**src/rtl/fifo_ctrl.sv**
```systemverilog
// Pointer, occupancy and flag controller for an asymmetric-width FWFT FIFO memory.
// Occupancy is tracked in memory-word units; pushes and pops advance by their own step.
module fifo_ctrl #(
    parameter int unsigned W_DATA_WIDTH = 16,
    parameter int unsigned R_DATA_WIDTH = 64,
    parameter int unsigned MEM_WIDTH    = 16,
    parameter int unsigned FIFO_DEPTH   = 16,
    parameter int unsigned ADDR_WIDTH   = 4
) (
    input  logic                  clk,
    input  logic                  rst_n,
    input  logic                  push,
    input  logic                  pop,
    input  logic                  flush,
    output logic                  wr_en,
    output logic [ADDR_WIDTH-1:0] wr_addr,
    output logic                  rd_en,
    output logic [ADDR_WIDTH-1:0] rd_addr,
    output logic [ADDR_WIDTH:0]   count,
    output logic                  full,
    output logic                  empty,
    output logic                  err_ovf,
    output logic                  err_udf
);

    localparam int unsigned WR_STEP = W_DATA_WIDTH / MEM_WIDTH;
    localparam int unsigned RD_STEP = R_DATA_WIDTH / MEM_WIDTH;
    localparam int unsigned CNT_W   = ADDR_WIDTH + 1;

    logic [ADDR_WIDTH-1:0] wr_ptr;
    logic [ADDR_WIDTH-1:0] rd_ptr;
    logic                  push_ok;
    logic                  pop_ok;
    logic [CNT_W-1:0]      count_nxt;

    // Flags come from the pre-edge count, so boundary push/pop pairs resolve on old state
    assign full  = (count > CNT_W'(FIFO_DEPTH - WR_STEP));
    assign empty = (count < CNT_W'(RD_STEP));

    // rst_n gating keeps the memory from being written while reset is asserted
    assign push_ok = push & ~full & rst_n & ~flush;
    assign pop_ok  = pop & ~empty & rst_n & ~flush;

    assign wr_en   = push_ok;
    assign wr_addr = wr_ptr;
    assign rd_en   = ~empty;
    assign rd_addr = rd_ptr;

    always_comb begin
        count_nxt = count;
        if (push_ok) count_nxt = count_nxt + CNT_W'(WR_STEP);
        if (pop_ok)  count_nxt = count_nxt - CNT_W'(RD_STEP);
    end

    // Pointers wrap naturally at FIFO_DEPTH since it equals 2**ADDR_WIDTH
    always_ff @(posedge clk) begin
        if (!rst_n) begin
            wr_ptr  <= '0;
            rd_ptr  <= '0;
            count   <= '0;
            err_ovf <= 1'b0;
            err_udf <= 1'b0;
        end else if (flush) begin
            wr_ptr <= '0;
            rd_ptr <= '0;
            count  <= '0;
        end else begin
            if (push_ok) wr_ptr <= wr_ptr + ADDR_WIDTH'(WR_STEP);
            if (pop_ok)  rd_ptr <= rd_ptr + ADDR_WIDTH'(RD_STEP);
            count <= count_nxt;
            if (push && full)  err_ovf <= 1'b1;
            if (pop  && empty) err_udf <= 1'b1;
        end
    end

endmodule

```
**config.mk**
```make
export PLATFORM = sky130hd
export DESIGN_NAME = fifo_ctrl
export DESIGN_NICKNAME = d
export VERILOG_FILES = /design/src/rtl/fifo_ctrl.sv
export SDC_FILE = /design/constraint.sdc
export NUM_CORES = 1
export LEC_CHECK = 0
export BUFFER_PORTS_ARGS = -buffer_cell sky130_fd_sc_hd__buf_2
export CAP_MARGIN = 20
export CORE_MARGIN = 3
export CORE_UTILIZATION = 49
export CTS_CLUSTER_DIAMETER = 40
export DETAILED_ROUTE_END_ITERATION = 7
export MAX_ROUTING_LAYER = met4
export PLACE_DENSITY = 0.77
export SLEW_MARGIN = 20
export SYNTH_ARGS = -nofsm -noshare
export SYNTH_HDL_FRONTEND = slang
export SYNTH_SLANG_ARGS = --single-unit
```
**constraint.sdc**
```tcl
create_clock -name clk -period 2.7 [get_ports clk]
set_input_delay 0.135 -clock clk [delete_from_list [all_inputs] [get_ports clk]]
set_output_delay 0.135 -clock clk [all_outputs]
set_load 0.05 [all_outputs]
```
==> metrics.yaml <==
clocking:
  ctsHtreeMaxLevel: 1
  clock-sinks: 13
  clk_path_buf_depth: 2
  cts_resized: 0
  numCtsBuffers: 3
  postCtsSetupRepairBufs: 0
  clk_pin_slew_ps: 80
  hold_buffers: 0
  cts-root-buf: "clkbuf_4"
  clk_latency_ps: 280
  cts_tree: "done"
cells_and_area:
  syn2layout_area_growth_pct: 14.1
  nets: 118
  final_area_um2: 892
  diodes: 0
  drive_gt1_share_pct: 25.9
place:
  gp_congestion: 0.865
  hpwl_mm: 1.21
  port_buffers: 21
  place_area_um2: 866
setup_path:
  cpMostUsedCell: "ha_1"
  criticalPathCategory: "flop to flop"
  crit_slowest_cell: "o21ai_2"
  reg2reg_from: "count[0]$_SDFFE_PP0N_"
  path_cells: "ha_1 > and3_1 > ha_1 > o21ai_2 > nor3_1 > xnor2_1 > ha_1 > a21oi_1 > o21a_1"
  reg2regPathDepth: 9
  slowest_delay_ps: 440
  path_delay_family: "adder cells"
  path_buf_inv: 0
  cp_data_arrival_time_ps: 2600
  crit_fanout: 12
  cp-end-kind: "flop"
  reg2reg_slack_ps: 320
  cp.depth: 9
  cp-start-kind: "flop"
  r2r_end: "count[3]$_SDFF_PP0_"
  cp.required_ps: 2920
logic_synthesis:
  synth-seq-cells: 13
  synthCells: 89
  ys_seq_area_share_pct: 33.3
  postSynthAreaPerCell_um2: 8.79
  synth_top_area_share_pct: 33.3
  ys_warn_count: 0
  ys_types: 33
  synth_top_area_cell: "dfxtp_1"
  syn_area_um2: 782
  yosys-top-cells-area: "dfxtp_1, ha_1, o21a_1, xor2_1, nor2_1"
sta:
  fin_crit_sh_pct: 88.1
  setup_viol: 0
  rsz0062_at_grt: "false"
  min_period_ps: 2380
  hold_viol_final: 0
  fin_tns_setup_ps: 0
  finClkSkew_ps: 2.61
  fmaxAchievable_ghz: 0.420
  final_max_slew_viol_count: 0
global_routing:
  grt_pass1_wl_mm: 2.74
  grt_max_degree: 13
  antenna_found_initial: 0
  overflow: 0
  first_global_vias: 634
  grtUsageTotal_pct: 18.7
floorplanning:
  fp.dieArea_um2: 2110
  core_um2: 1400
  initial_utilization_pct: 55.9
  top_level_ports: 24
  placementRows: 13
  die_y_um: 46.0
  dieWidth_um: 46.0
detailed_routing:
  dr.pass1.iters: 4
  via_per_inst: 5.43
  drtAntennaViolNets: 0
  routed_wl_mm: 1.57
  via_count: 668
  drtIter0Drc: 6
  post_drt_wl_per_cell_um: 12.7
  drc: 0
power_and_ir_drop:
  ir_drop_v: 0.000380
  power.leakage_nw: 0.403
  power.density_nw_per_um2: 409
run:
  maxCapViolations: 0
min_path:
  holdCritStartpoint: "rst_n"
  hp-class: "input pin to flop"
  holdPathEnd: "err_ovf$_SDFFE_PN0P_"
  worstHoldPathCells: 2
run_status:
  status: "finished, final reports clean"
## report_power, final
group	internal (W)	leakage [nW]	switching, W
clock	0.0000573	0.0150	0.0000622
sequential	0.000195	0.105	0.00000375
combinational	0.0000117	0.283	0.0000350
total	0.000264	0.403	0.000101
## metrics by stage
stage	std cells	power, W	setup slack (ps)	utilization [%]	hold WS [ps]
floorplan	90	0.000239	93.1	-	253
global placement	119	0.000249	418	61.9	394
detailed placement	119	0.000250	326	61.9	402
CTS	123	0.000369	314	63.8	113
global route	123	0.000383	101	63.8	118
finish	123	0.000365	321	63.8	119
## flip-flops by register name, summed over array words and instances, names as in the netlist
| signal | flops |
|---|---|
| err_udf | 1 |
| rd_addr | 2 |
| count | 5 |
| err_ovf | 1 |
| wr_addr | 4 |
## final cells by class
class,instances,area (µm²)
clock buffer,4,26.3
fill,120,507
inverter,3,11.3
multi-input combinational,65,455
sequential,13,260
tap,15,18.8
timing repair buffer,23,120
## layer usage
metal / track usage, % / vias to the layer above / part of all wire [%]
met1: 24.6 / 292 / 49
met3: 3.95 / 2 / 5.2
met5: - / - / 0
met2: 26.9 / 25 / 44
li1: - / 349 / -
met4: 8.52 / 0 / 1.7
## cells by family (layout without fill, tap and decap cells)
| family | after synthesis | in the layout | share of synthesized area, % |
|---|---|---|---|
| xor+xnor | 8 | 8 | 8.96 |
| simple gates | 33 | 33 | 23.5 |
| compound gates | 17 | 17 | 17.1 |
| flops | 13 | 13 | 33.3 |
| other cells | 1 | 2 | 0.480 |
| buf+inv | 12 | 30 | 8.96 |
| fa+ha+maj | 4 | 4 | 6.40 |
| mux | 1 | 1 | 1.28 |
## cell usage after synthesis
| cell | number |
|---|---|
| dfxtp_1 | 13 |
| or4_1 | 1 |
| and4_1 | 1 |
| o2111ai_1 | 1 |
| o21a_1 | 6 |
| ha_1 | 4 |
| conb_1 | 1 |
| nor4b_1 | 1 |
| o21ai_0 | 3 |
| nor3_1 | 2 |
| clkbuf_1 | 3 |
| and3_1 | 3 |
| inv_1 | 3 |
| mux2i_1 | 1 |
| xnor2_1 | 3 |
| nor2b_1 | 2 |
| nand3_1 | 4 |
| buf_4 | 2 |
| xor2_1 | 5 |
| nor3b_1 | 2 |
| a21oi_1 | 3 |
| nand4_1 | 3 |
| o22ai_1 | 1 |
| buf_6 | 2 |
| nor2_1 | 8 |
| o211ai_1 | 1 |
| nand2_1 | 3 |
| buf_2 | 2 |
| nand2b_1 | 1 |
| or3_1 | 1 |
| nor4bb_1 | 1 |
| a41oi_4 | 1 |
| o21ai_2 | 1 |
## layout by cell type (no fill, tap or decap), drive strengths merged, types with 4 or more instances in the layout
cell    instances
buf            23
dfxtp          13
nor2            8
o21a            6
xor2            5
nand3           4
ha              4
o21ai           4
clkbuf          4
## how the worst max path moves through the flow
| stage | start | end | slack [ps] |
|---|---|---|---|
| floorplan | count[0]$_SDFFE_PP0N_ | count[3]$_SDFF_PP0_ | 90 |
| finish | count[0]$_SDFFE_PP0N_ | count[3]$_SDFF_PP0_ | 320 |
| detailed placement | count[0]$_SDFFE_PP0N_ | count[3]$_SDFF_PP0_ | 330 |
| global route | count[0]$_SDFFE_PP0N_ | count[3]$_SDFF_PP0_ | 100 |
| CTS | count[0]$_SDFFE_PP0N_ | count[3]$_SDFF_PP0_ | 310 |
| global placement | count[0]$_SDFFE_PP0N_ | count[3]$_SDFF_PP0_ | 420 |
No activity file was read; power rests on OpenSTA's default activity.
